===== src/rtl/bus_pkg.sv =====
// Shared definitions for the per-device bus transmit queues: packet width,
// broadcast address, status bundle and the sticky error flag states.
package bus_pkg;

    localparam int         PCKG_SZ   = 16;
    localparam logic [7:0] BROADCAST = 8'hFF;

    typedef struct packed {
        logic pndng;
        logic full;
        logic ovf;
        logic udf;
    } fifo_status_t;

    typedef enum logic {
        ERR_CLEAN = 1'b0,
        ERR_SET   = 1'b1
    } err_state_t;

    // Destination address lives in the top byte of every packet.
    function automatic logic [7:0] addr_of(input logic [PCKG_SZ-1:0] pkt);
        return pkt[PCKG_SZ-1 -: 8];
    endfunction

endpackage


===== src/rtl/bus_dev_fifo_mem.sv =====
// Queue storage: one synchronous write port, one asynchronous read port.
// Contents are intentionally not reset.
module bus_dev_fifo_mem
    import bus_pkg::*;
#(
    parameter int width  = PCKG_SZ,
    parameter int depth  = 8,
    parameter int addr_w = (depth > 1) ? $clog2(depth) : 1
) (
    input  logic              clk,
    input  logic              wr_en,
    input  logic [addr_w-1:0] wr_addr,
    input  logic [width-1:0]  wr_data,
    input  logic [addr_w-1:0] rd_addr,
    output logic [width-1:0]  rd_data
);

    logic [width-1:0] mem_r [depth];

    // Write port.
    always_ff @(posedge clk) begin
        if (wr_en) begin
            mem_r[wr_addr] <= wr_data;
        end
    end

    assign rd_data = mem_r[rd_addr];

endmodule


===== src/rtl/bus_dev_fifo.sv =====
// Per-device transmit queue between the device driver and the bus arbiter.
// Show-ahead head on D_pop; occupancy counter is the only source of full/empty.
module bus_dev_fifo
    import bus_pkg::*;
#(
    parameter int         pckg_sz   = PCKG_SZ,
    parameter int         depth     = 8,
    parameter logic [7:0] broadcast = BROADCAST
) (
    input  logic                       clk,
    input  logic                       reset,
    input  logic                       push,
    input  logic [pckg_sz-1:0]         D_push,
    input  logic                       pop,
    output logic [pckg_sz-1:0]         D_pop,
    output logic                       pndng,
    output logic                       full,
    output logic [$clog2(depth+1)-1:0] count,
    output logic                       bcst_head,
    output logic                       ovf,
    output logic                       udf,
    input  logic                       clr_err
);

    localparam int PTR_W = (depth > 1) ? $clog2(depth) : 1;
    localparam int CNT_W = $clog2(depth + 1);

    logic [PTR_W-1:0]   rd_ptr_r;
    logic [PTR_W-1:0]   wr_ptr_r;
    logic [CNT_W-1:0]   count_r;
    logic [CNT_W-1:0]   count_next_s;
    logic               empty_s;
    logic               full_s;
    logic               do_write_s;
    logic               do_read_s;
    logic               ovf_evt_s;
    logic               udf_evt_s;
    logic [pckg_sz-1:0] rd_data_s;
    err_state_t         ovf_state_r;
    err_state_t         ovf_next_s;
    err_state_t         udf_state_r;
    err_state_t         udf_next_s;
    fifo_status_t       status_s;

    function automatic logic [PTR_W-1:0] ptr_inc(input logic [PTR_W-1:0] p);
        if (p == PTR_W'(depth - 1)) begin
            return {PTR_W{1'b0}};
        end else begin
            return p + PTR_W'(1);
        end
    endfunction

    assign empty_s    = (count_r == {CNT_W{1'b0}});
    assign full_s     = (count_r == CNT_W'(depth));
    // A push into a full queue is accepted when a pop frees the head slot this edge.
    assign do_write_s = push && (!full_s || pop);
    assign do_read_s  = pop && !empty_s;
    assign ovf_evt_s  = push && full_s && !pop;
    assign udf_evt_s  = pop && empty_s;

    // Occupancy update.
    always_comb begin
        count_next_s = count_r;
        case ({do_write_s, do_read_s})
            2'b10:   count_next_s = count_r + CNT_W'(1);
            2'b01:   count_next_s = count_r - CNT_W'(1);
            default: count_next_s = count_r;
        endcase
    end

    // Pointer and counter registers.
    always_ff @(posedge clk or negedge reset) begin
        if (!reset) begin
            rd_ptr_r <= {PTR_W{1'b0}};
            wr_ptr_r <= {PTR_W{1'b0}};
            count_r  <= {CNT_W{1'b0}};
        end else begin
            if (do_write_s) begin
                wr_ptr_r <= ptr_inc(wr_ptr_r);
            end
            if (do_read_s) begin
                rd_ptr_r <= ptr_inc(rd_ptr_r);
            end
            count_r <= count_next_s;
        end
    end

    // Sticky error flag next-state: a fresh event beats a simultaneous clear.
    always_comb begin
        ovf_next_s = ovf_state_r;
        udf_next_s = udf_state_r;
        case (ovf_state_r)
            ERR_CLEAN: if (ovf_evt_s) ovf_next_s = ERR_SET; else ovf_next_s = ERR_CLEAN;
            ERR_SET:   if (clr_err && !ovf_evt_s) ovf_next_s = ERR_CLEAN; else ovf_next_s = ERR_SET;
            default:   ovf_next_s = ERR_CLEAN;
        endcase
        case (udf_state_r)
            ERR_CLEAN: if (udf_evt_s) udf_next_s = ERR_SET; else udf_next_s = ERR_CLEAN;
            ERR_SET:   if (clr_err && !udf_evt_s) udf_next_s = ERR_CLEAN; else udf_next_s = ERR_SET;
            default:   udf_next_s = ERR_CLEAN;
        endcase
    end

    // Sticky error flag state registers.
    always_ff @(posedge clk or negedge reset) begin
        if (!reset) begin
            ovf_state_r <= ERR_CLEAN;
            udf_state_r <= ERR_CLEAN;
        end else begin
            ovf_state_r <= ovf_next_s;
            udf_state_r <= udf_next_s;
        end
    end

    bus_dev_fifo_mem #(
        .width (pckg_sz),
        .depth (depth),
        .addr_w(PTR_W)
    ) u_mem (
        .clk    (clk),
        .wr_en  (do_write_s),
        .wr_addr(wr_ptr_r),
        .wr_data(D_push),
        .rd_addr(rd_ptr_r),
        .rd_data(rd_data_s)
    );

    assign status_s.pndng = !empty_s;
    assign status_s.full  = full_s;
    assign status_s.ovf   = (ovf_state_r == ERR_SET);
    assign status_s.udf   = (udf_state_r == ERR_SET);

    assign pndng     = status_s.pndng;
    assign full      = status_s.full;
    assign ovf       = status_s.ovf;
    assign udf       = status_s.udf;
    assign count     = count_r;
    assign D_pop     = status_s.pndng ? rd_data_s : {pckg_sz{1'b0}};
    assign bcst_head = status_s.pndng && (D_pop[pckg_sz-1 -: 8] == broadcast);

endmodule


===== config.mk =====
export PLATFORM = sky130hd
export DESIGN_NAME = bus_dev_fifo
export DESIGN_NICKNAME = d
export VERILOG_FILES = /design/src/rtl/bus_pkg.sv /design/src/rtl/bus_dev_fifo_mem.sv /design/src/rtl/bus_dev_fifo.sv
export SDC_FILE = /design/constraint.sdc
export NUM_CORES = 1
export LEC_CHECK = 0
export BUFFER_PORTS_ARGS = -buffer_cell sky130_fd_sc_hd__buf_2
export CAP_MARGIN = 20
export CORE_MARGIN = 5
export CORE_UTILIZATION = 53
export CTS_CLUSTER_SIZE = 16
export DETAILED_ROUTE_END_ITERATION = 6
export PLACE_DENSITY = 0.85
export SETUP_SLACK_MARGIN = 0.05
export SLEW_MARGIN = 20
export SYNTH_ARGS = -nofsm -noshare
export SYNTH_HDL_FRONTEND = slang
export SYNTH_SLANG_ARGS = --single-unit
export TNS_END_PERCENT = 50

===== constraint.sdc =====
create_clock -name clk -period 2.8 [get_ports clk]
set_clock_uncertainty 0.15 [all_clocks]
set_input_delay 0 -clock clk [delete_from_list [all_inputs] [get_ports clk]]
set_output_delay 0 -clock clk [all_outputs]
set_load 0.1 [all_outputs]

# ---- After elaboration in Yosys (flattened, before gate mapping)
# Memory sizes are Yosys's and may differ from the RTL's.
# Index checks and enable logic that the tools add are counted.
dict set report word_totals {
  regBits 12
  memories 1
  output_inout_bits 25
  ramBits 128
  inputBits 21
}
# name depth word_bits rd rd_ports_with_merged_regs write_ports line_no
set mem_list {}
lappend mem_list {u_mem.mem_r 8 16 1 0 1 bus_dev_fifo_mem.sv:18} ;# logic [width-1:0] mem_r [depth];
dict set report classes {
  bitwise_logic 2
  mux 12
  n_reduce_logical 16
  n_addsub 4
  n_eq_ne 6
}
# op count
set ops {}
lappend ops {{2-to-1 mux 16 bit} 1}
lappend ops {{== test 8 bit (second input constant)} 1}
lappend ops {{logical AND 1 bit} 8}
lappend ops {{one-hot mux 4 bit (2 select lines)} 1}
lappend ops {{adder 3 x 1 -> 3 bit (second input constant)} 2}
lappend ops {{== test 3 bit (second input constant)} 2}
lappend ops {{2-to-1 mux 1 bit} 6}
lappend ops {{2-to-1 mux 3 bit} 2}
lappend ops {{zero test 1 bit} 5}
lappend ops {{adder 4 x 1 -> 4 bit (second input constant)} 1}
lappend ops {{== test 4 bit (second input constant)} 1}
lappend ops {{zero test 4 bit} 1}
lappend ops {{one-hot mux 1 bit (2 select lines)} 2}
lappend ops {{subtractor 4 x 1 -> 4 bit (second input constant)} 1}
lappend ops {{== test 2 x 1 -> 1 bit (second input constant)} 1}
lappend ops {{== test 2 bit (second input constant)} 1}
lappend ops {{NOT 1 bit} 2}
lappend ops {{nonzero test 2 bit} 1}
lappend ops {{logical OR 1 bit} 1}

# ---- Longest topological paths before layout
# Gate-level depths: netlist of run 1.
dict set report logic_depth {
  ltp_word 7
  ltp_mapped 12
}

# ---- Modules after synthesis
# From an unflattened synthesis of run 1, not the netlist that was laid out.
dict set report hier_totals {
  cells_unflattened 280
  area_unflattened_um2 5805.6
}
# mod area_each_um2 cells_per_inst n_inst
set by_module_without_submodules {}
lappend by_module_without_submodules {bus_dev_fifo_mem 4973.5 198 1}
lappend by_module_without_submodules {bus_dev_fifo 832.0 82 1}

# ---- Worst setup path before layout of run 1
# No wires, ideal clock.
dict set report synth_path {
  path_kind {flip-flop to flip-flop}
  from {reg count_r[1] (netlist: count[1])}
  to {reg count_r[2] (netlist: count[2])}
  setup_slack_ps -921
  path_buffers 1
  stages_incl_launch_ff 13
  t_arrival_ps 3403
  t_required_ps 2483
  period_less_slack_ps 3721
  cell_sequence {dfrtp_1 > buf_2 > nor4_4 > inv_1 > nand2_1 > inv_1 > ha_1 > xor2_1 > ha_1 > a21oi_1 > xor2_1 > nor2_1 > xor2_1}
}
dict set report synth_via {
  word_cells_on_any_way 13
  cone_classes {add/sub: 2; eq/ne: 3; mux: 1; reduce/logical: 7}
}
# item line_no
set synth_rtl {}
lappend synth_rtl {{start, declared} bus_dev_fifo.sv:30} ;# logic [CNT_W-1:0] count_r;
lappend synth_rtl {{start signal, assigned} bus_dev_fifo.sv:76} ;# count_r <= {CNT_W{1'b0}};
lappend synth_rtl {{start signal, assigned} bus_dev_fifo.sv:84} ;# count_r <= count_next_s;
lappend synth_rtl {{zero test 4 bit (*)} bus_dev_fifo.sv:53} ;# assign empty_s = (count_r == {CNT_W{1'b0}});
lappend synth_rtl {{zero test 1 bit (*)} --}
lappend synth_rtl {{via pndng} bus_dev_fifo.sv:16} ;# output logic pndng,
lappend synth_rtl {{logical AND 1 bit (*)} bus_dev_fifo.sv:57} ;# assign do_read_s = pop && !empty_s;
lappend synth_rtl {{via do_read_s} bus_dev_fifo.sv:35} ;# logic do_read_s;
lappend synth_rtl {{== test 2 x 1 -> 1 bit or == test 2 bit (tied branches)} bus_dev_fifo.sv:64} ;# case ({do_write_s, do_read_s})
lappend synth_rtl {{one-hot mux 4 bit (2 select lines) or nonzero test 2 bit (tied branches)} --}
# Mark *: on every way through the listed nets, which the timed path passes. The rest lies on a longest branch.
# A chain may end at the register's enable or synchronous reset.

# ---- Worst setup path after layout of run 1
dict set report layout_path {
  from {reg count_r[1] (netlist: count[1])}
  to {reg count_r[2] (netlist: count[2])}
}
dict set report layout_via {
  elab_chain_len 6
  word_cells_on_any_way 13
  cone_classes {add/sub: 2; eq/ne: 3; mux: 1; reduce/logical: 7}
}
# item line_no
set layout_rtl {}
lappend layout_rtl {{== test 4 bit} bus_dev_fifo.sv:54} ;# assign full_s = (count_r == CNT_W'(depth));
lappend layout_rtl {{zero test 1 bit} bus_dev_fifo.sv:56} ;# assign do_write_s = push && (!full_s || pop);
lappend layout_rtl {{logical OR 1 bit} bus_dev_fifo.sv:56}
lappend layout_rtl {{logical AND 1 bit} bus_dev_fifo.sv:56}
lappend layout_rtl {{== test 2 x 1 -> 1 bit or == test 2 bit (tied branches)} bus_dev_fifo.sv:64}
lappend layout_rtl {{one-hot mux 4 bit (2 select lines) or nonzero test 2 bit (tied branches)} --}
# Parallel ways exist; a longest one is shown, timed or not.

==> reports/qor.yml, run 1 <==
outcome:
  status: "finished clean"
grt:
  grt_pass1_wl_um: 18050
  grt_use_total: 0.1934
  antenna_found_initial: 0
  grt_pass1_vias: 3204
  grt_max_degree: 36
  overflow: 0
critical_path:
  crit_path_top_delay_cell: "or4_4"
  slowest_delay_ns: 0.60
  criticalPathCategory: "flop to flop"
  cp_top_family: "simple AND/OR/NAND/NOR gates"
  critPathBufInv: 0
  critical_path.max_fanout: 8
  end_kind: "flop"
  cp_common_cell: "xor2_1"
  arrival_ns: 2.89
  cp-start-kind: "flop"
  worstPathCellList: "or4_4 > o21ai_4 > ha_4 > xor2_1 > ha_2 > a21oi_2 > xor2_1 > nor2_1 > xor2_1"
  required_ns: 3.08
synth:
  synth_area_leaders: "edfxtp_1, mux4_2, dfrtp_1"
  syn_area_mm2: 0.005653
  synth_seq_cells: 140
  yosys-top-cells-count: "edfxtp_1, mux4_2, nor2_1"
  yosysWarnings: 0
  synth_top_area_share: 0.6799
  yosys_most_used_dff: "edfxtp_1"
  netlist.top_cell.by_area: "edfxtp_1"
  synth_cells: 284
  synth-async-reset-ratio: 0.08571
  yosysUniqueCellTypes: 34
  syn_area_per_cell_um2: 19.90
  syn_nets: 312
  ys_seq_area_frac: 0.7331
  synth_most_common_cell: "edfxtp_1"
  synth_edf_count: 128
floorplan:
  initial_core_util: 0.5451
  die_h_um: 113.3
  core_area_mm2: 0.01037
  fp-row-count: 37
  ioPinCount: 46
  die-area_mm2: 0.01283
  fp.dieW_um: 113.3
sta:
  fin_crit_ns: 2.608
  finalSetupViolCount: 0
  finalMaxSlewViolations: 0
  max_freq_mhz: 383.5
  hold_viol: 0
  worst_slew_pin_slew_ns: 1.034
  setup_ws_ns: 0.1923
  max_slew_margin: 0.3067
  period_share: 0.9313
  rsz0062_at_grt: "no"
placed_design:
  place_worst_setup_slack_ns: 0.2014
  dp_hpwl_um: 6395
  place_congestion: 0.7890
  dp.cells: 466
  io_buffers: 45
clock_tree:
  insertion_delay_ns: 0.51
  clock-sinks: 140
  path_clk_slew_ns: 0.06
  cts_tree: "yes"
  cts-buffers-inserted: 17
  cts_resized: 0
  cts_max_path_buffers: 2
  clockRootBuffer: "clkbuf_8"
  h-tree-depth: 4
detailed_routing:
  drtIter0Drc: 157
  dr.pass1.iters: 4
  via_count: 2973
  routed_via_density: 5.717
  ant_nets: 0
  routed_wl_um: 11710
  avgRoutedWirePerCell_um: 22.52
  drc: 0
finish:
  area_growth_pct: 24.97
  antenna_cells: 0
  drive_gt1_frac: 0.3906
  final_cells: 520
  nets: 399
min_path:
  hp-class: "input pin to flop"
flow_run:
  maxCapViolations: 0
[sequential cells by signal (all words and copies together), names as in the netlist]
name	cells
udf	1
count	4
rd_ptr_r	3
wr_ptr_r	3
u_mem.mem_r	128
ovf	1
[area by class of cell]
cell class,instances,area (µm²)
clock inverter,15,220.2
tap,136,170.2
inverter,7,32.53
multi-input combinational,125,1486
sequential,140,4158
timing repair buffer,80,583.1
fill,661,3306
clock buffer,17,414.1
[worst register-to-register path: cells and delay by family, from the launching register on]
kind	cells	cell delay (ns)
AOI/OAI and AO/OA	2	0.27
xor gates and xnor gates	3	0.49
adders and majority gates	2	0.39
DFF	1	0.53
and+or+nand+nor	2	0.71
[kinds of logic (layout without fill, tap and decap cells)]
logic type | Yosys count | in the layout | synth area share
flops | 140 | 140 | 0.7331
mux | 53 | 53 | 0.1680
simple gates | 48 | 48 | 0.04272
buf+inv | 19 | 119 | 0.01638
compound gates | 13 | 13 | 0.01815
fa+ha+maj | 7 | 7 | 0.01549
xor+xnor | 4 | 4 | 0.006199
[layer usage]
metal | vias up | global-route usage | wire (µm)
met1 | 1524 | 0.2410 | 4754
met2 | 106 | 0.3227 | 6096
met4 | 0 | 0.08974 | 264
li1 | 1321 | - | -
met3 | 22 | 0.04492 | 594
met5 | - | 0 | 0
[cell usage in the layout (no fill, tap or decap), types with 4 or more instances in the layout]
master,instances
nor2_1,19
mux4_2,32
inv_1,4
buf_4,11
bufinv_16,5
dfrtp_1,7
mux2i_1,15
clkbuf_16,16
edfxtp_1,128
clkinv_4,4
ha_1,4
nor3_1,4
buf_2,44
nor3_2,4
nand2b_1,5
dlygate4sd3_1,22
nand2_1,5
[metrics by stage]
| step | hold slack, ns | instance area [µm²] | setup TNS, ns | utilization |
|---|---|---|---|---|
| finish | 0.09851 | 7064 | 0 | 0.6812 |
| global route | 0.09243 | 7064 | 0 | 0.6812 |
| CTS | 0.06739 | 7064 | 0 | 0.6812 |
| detailed placement | -0.2555 | 6210 | 0 | 0.5988 |
| global placement | -0.2605 | 6210 | 0 | 0.5988 |
| floorplan | -0.4456 | 5727 | -8.316 | - |
[final timing paths]
path	slack (ns)	depth (start not counted)	start	to
worst max-delay path	0.19	9	count[1]$_DFFE_PN0P_	count[2]$_DFFE_PN0P_
min in group asynchronous	0.38	3	reset	count[1]$_DFFE_PN0P_
max in group asynchronous	1.71	3	reset	count[2]$_DFFE_PN0P_
worst min-delay path	0.1	3	clr_err	udf$_DFF_PN0_
worst max register to register	0.19	9	count[1]$_DFFE_PN0P_	count[2]$_DFFE_PN0P_
worst min register to register	0.39	2	udf$_DFF_PN0_	udf$_DFF_PN0_
[what timing repair did]
| item | in CTS | in global routing |
|---|---|---|
| hold buffers | 22 | 0 |
| hold endpoints to repair | 151 | 0 |
| setup buffers | 0 | 0 |
Power of run 1 is not shown: default switching activity piles up to over one toggle a cycle in this logic, so the estimate is an artifact.
==> inputs of run 2 (changes only) <==
--- a/config.mk
+++ b/config.mk
@@ -7,11 +7,10 @@
 export LEC_CHECK = 0
 export BUFFER_PORTS_ARGS = -buffer_cell sky130_fd_sc_hd__buf_2
 export CAP_MARGIN = 20
-export CORE_MARGIN = 5
-export CORE_UTILIZATION = 53
+export CORE_UTILIZATION = 55
 export CTS_CLUSTER_SIZE = 16
 export DETAILED_ROUTE_END_ITERATION = 6
-export PLACE_DENSITY = 0.85
+export PLACE_DENSITY = 0.84
 export SETUP_SLACK_MARGIN = 0.05
 export SLEW_MARGIN = 20
 export SYNTH_ARGS = -nofsm -noshare
==> constraint.sdc (replaced) <==
create_clock -name clk -period 3.3 [get_ports clk]
set_clock_uncertainty 0.15 [all_clocks]
set_input_delay 0 -clock clk [delete_from_list [all_inputs] [get_ports clk]]
set_output_delay 0 -clock clk [all_outputs]
set_load 0.1 [all_outputs]
==> reports/qor.yml, run 2 (synthesis results as in run 1) <==
sta:
  setup_tns_ns: 0
  finalSetupViolCount: 0
  max_freq_mhz: 346.0
  max_slew_margin: 0.4446
  finalMaxSlewViolations: 0
  hold_viol: 0
  period_share: 0.8759
  rsz0062_at_grt: "no"
  whs_ns: 0.09281
  fin_crit_ns: 2.890
  worst_slew_pin_slew_ns: 0.8331
critical_path:
  reg2reg_slack_ns: 0.41
  cp_top_family: "simple AND/OR/NAND/NOR gates"
  critical_path.max_fanout: 9
  critPathBufInv: 0
  cp_common_cell: "xor2_1"
  required_ns: 3.55
  worstPathCellList: "or4_4 > o21ai_4 > ha_1 > xor2_1 > ha_1 > a21oi_1 > xor2_1 > nor2_1 > xor2_1"
  arrival_ns: 3.14
  slowest_delay_ns: 0.59
  end_kind: "flop"
  cp-start-kind: "flop"
  crit_path_top_delay_cell: "or4_4"
  criticalPathCategory: "flop to flop"
floorplan:
  ioPinCount: 46
  die_h_um: 103.4
  core_area_mm2: 0.009864
  fp.dieW_um: 103.4
  die-area_mm2: 0.01069
  fp-row-count: 36
  initial_core_util: 0.5731
placed_design:
  dp.cells: 463
  io_buffers: 45
  dpl_cell_area_mm2: 0.006125
  dp_hpwl_um: 6180
  place_congestion: 0.7210
clock_tree:
  insertion_delay_ns: 0.52
  clockRootBuffer: "clkbuf_8"
  cts-hold-fix-buffers: 22
  cts_max_path_buffers: 2
  cts_tree: "yes"
  cts-buffers-inserted: 17
  path_clk_slew_ns: 0.06
  clock-sinks: 140
  h-tree-depth: 4
  cts_resized: 0
  post_cts_buffers: 0
finish:
  largest_reg_flops: 128
  drive_gt1_frac: 0.3776
  regMostFlops: "u_mem.mem_r"
  final_cell_mix: "edfxtp_1, buf_2, mux4_2, dlygate4sd3_1, nor2_1"
  area_growth_pct: 21.85
  nets: 399
  final_cells: 517
  antenna_cells: 0
  stdcell_area_mm2: 0.006888
  final_common_cell: "edfxtp_1"
grt:
  grt_use_total: 0.2238
  grt_pass1_vias: 2987
  overflow: 0
  met1_usage: 0.2913
  met2_usage: 0.3668
  grt_pass1_wl_um: 16170
  antenna_found_initial: 0
  met3_usage: 0.05578
  grt_busiest_layer: "met2"
  grt_max_degree: 35
detailed_routing:
  ant_nets: 0
  via_count: 2946
  drtIter0Drc: 145
  routed_wl_um: 10890
  routed_via_density: 5.698
  dr.pass1.iters: 4
  avgRoutedWirePerCell_um: 21.07
  drc: 0
min_path:
  hp-class: "input pin to flop"
outcome:
  status: "finished clean"
flow_run:
  maxCapViolations: 0
## run 2: per-stage QoR
stage          setup slack (ns)  utilization
2_1_floorplan           -0.1225            -
3_3_place_gp             0.5129       0.6209
3_5_place_dp             0.4322       0.6209
4_1_cts                  0.4197       0.6983
5_1_grt                  0.2111       0.6983
6_report                 0.4096       0.6983
## run 2: worst register-to-register path, delay by kind of cell (launching register included)
family	cells	cell delay, ns
DFF	1	0.53
adders and majority gates	2	0.53
AOI/OAI and AO/OA	2	0.50
xor gates and xnor gates	3	0.41
and+or+nand+nor	2	0.65
## run 2: path summary, 6_finish.rpt
path / startpoint / endpoint / cells after the start
worst max-delay path: count[1]$_DFFE_PN0P_ / count[2]$_DFFE_PN0P_ / 9
worst min-delay path: clr_err / udf$_DFF_PN0_ / 3
worst max register to register: count[1]$_DFFE_PN0P_ / count[2]$_DFFE_PN0P_ / 9
worst min register to register: udf$_DFF_PN0_ / udf$_DFF_PN0_ / 2
max in group asynchronous: reset / count[1]$_DFFE_PN0P_ / 3
min in group asynchronous: reset / wr_ptr_r[2]$_DFFE_PN0P_ / 3
## run 2: area by class of cell
class	count	area, µm²
Timing Repair Buffer	80	543.0
Clock buffer	17	414.1
Sequential cell	140	4158
Inverter	7	30.03
Clock inverter	15	128.9
Multi-Input combinational cell	125	1448
Tap cell	133	166.4
Fill cell	592	2977
## run 2: per-layer routing
metal / part of all wire / wire (µm)
met4: 0.010 / 110
met2: 0.52 / 5665
met3: 0.049 / 533
met5: 0 / 0
met1: 0.42 / 4584
Power of run 2 is left out for the same reason.
==> inputs of run 3 (changes only) <==
--- a/config.mk
+++ b/config.mk
@@ -7,10 +7,10 @@
 export LEC_CHECK = 0
 export BUFFER_PORTS_ARGS = -buffer_cell sky130_fd_sc_hd__buf_2
 export CAP_MARGIN = 20
-export CORE_UTILIZATION = 55
+export CORE_UTILIZATION = 35
 export CTS_CLUSTER_SIZE = 16
 export DETAILED_ROUTE_END_ITERATION = 6
-export PLACE_DENSITY = 0.84
+export PLACE_DENSITY = 0.61
 export SETUP_SLACK_MARGIN = 0.05
 export SLEW_MARGIN = 20
 export SYNTH_ARGS = -nofsm -noshare
==> reports/qor.yml, run 3 (synthesis results as in run 1) <==
sta:
  fin_crit_ns: 2.849
  max_slew_margin: 0.6116
  finalSetupViolCount: 0
  period_share: 0.8633
  worst_slew_pin_slew_ns: 0.5826
  hold_viol: 0
  max_freq_mhz: 351.0
  rsz0062_at_grt: "no"
  finalMaxSlewViolations: 0
grt:
  grt_use_total: 0.1436
  grt_pass1_vias: 3000
  overflow: 0
  grt_pass1_wl_um: 16770
  antenna_found_initial: 0
  grt_max_degree: 35
floorplan:
  initial_core_util: 0.3572
  core_area_mm2: 0.01583
  die-area_mm2: 0.01666
  fp.dieW_um: 129.1
  die_h_um: 129.1
  fp-row-count: 46
  ioPinCount: 46
clock_tree:
  clock-sinks: 140
  insertion_delay_ns: 0.41
  path_clk_slew_ns: 0.06
  h-tree-depth: 4
  cts-buffers-inserted: 17
  clockRootBuffer: "clkbuf_16"
  cts_max_path_buffers: 2
  cts_resized: 0
  post_cts_buffers: 0
  cts_tree: "yes"
detailed_routing:
  drtIter0Drc: 213
  drc: 0
  routed_via_density: 4.793
  dr.pass1.iters: 4
  ant_nets: 0
  avgRoutedWirePerCell_um: 18.02
  via_count: 2876
  routed_wl_um: 10810
critical_path:
  crit_path_top_delay_cell: "or4_4"
  slowest_delay_ns: 0.59
  end_kind: "flop"
  cp-start-kind: "flop"
  cp_common_cell: "xor2_1"
  critical_path.max_fanout: 9
  crit_start: "count[1]$_DFFE_PN0P_"
  required_ns: 3.45
  criticalPathCategory: "flop to flop"
  arrival_ns: 3.00
  r2r_start: "count[1]$_DFFE_PN0P_"
  worstPathCellList: "or4_4 > o21ai_4 > ha_1 > xor2_1 > ha_1 > a21oi_1 > xor2_1 > nor2_1 > xor2_1"
placed_design:
  dp.cells: 546
  io_buffers: 45
  place_congestion: 0.7973
  dp_hpwl_um: 6351
finish:
  antenna_cells: 0
  area_growth_pct: 24.97
  final_cells: 600
  regMostFlops: "u_mem.mem_r"
  nets: 399
  largest_reg_flops: 128
  final_cell_mix: "edfxtp_1, buf_2, mux4_2, dlygate4sd3_1, nor2_1"
  drive_gt1_frac: 0.3802
  final_common_cell: "edfxtp_1"
min_path:
  hp-class: "input pin to flop"
  hold_start: "clr_err"
outcome:
  status: "finished clean"
flow_run:
  maxCapViolations: 0
[run 3: metrics by stage]
step,setup WS (ns),instance area [µm²],hold slack (ns),TNS (ns),util
after floorplan,-0.1225,5680,-0.4456,-0.2902,-
after global placement,0.5080,6241,-0.2538,0,0.3943
after detailed placement,0.4523,6241,-0.2470,0,0.3943
after CTS,0.4385,7064,0.1594,0,0.4463
after global routing,0.2793,7064,0.2174,0,0.4463
final,0.4513,7064,0.1796,0,0.4463
[run 3: worst paths after layout]
check,endpoint,cells after the start,slack [ns]
max,count[2]$_DFFE_PN0P_,9,0.45
min,udf$_DFF_PN0_,3,0.18
max reg2reg,count[2]$_DFFE_PN0P_,9,0.45
min reg2reg,udf$_DFF_PN0_,2,0.37
max in group asynchronous,count[2]$_DFFE_PN0P_,3,2.08
min in group asynchronous,wr_ptr_r[0]$_DFFE_PN0P_,3,0.49
[run 3: timing repair]
item,CTS,global route
hold buffers,22,0
endpoints found under the hold margin,148,0
setup endpoints to repair,0,0
[run 3: metal layers]
metal	vias up	share of wire	track usage
li1	1322	-	-
met1	1482	0.45	0.1878
met2	67	0.49	0.2302
met3	5	0.049	0.04005
met4	0	0.0047	0.05260
met5	-	0	0
[run 3: worst max-delay path, delay by kind of cell (launching register included)]
family,cells,cell delay (ns)
adder cells (fa/ha/maj),2,0.50
AND/OR/NAND/NOR,2,0.66
AO/OA/AOI/OAI,2,0.49
flip-flops,1,0.53
XOR/XNOR,3,0.40
[run 3: area by class of cell]
| class | instances | area (µm²) |
|---|---|---|
| Sequential cell | 140 | 4158 |
| Inverter | 7 | 30.03 |
| Multi-Input combinational cell | 125 | 1448 |
| Tap cell | 216 | 270.3 |
| Clock buffer | 17 | 425.4 |
| Timing Repair Buffer | 80 | 555.5 |
| Fill cell | 1363 | 8763 |
| Clock inverter | 15 | 177.7 |
Power of run 3 is left out for the same reason.
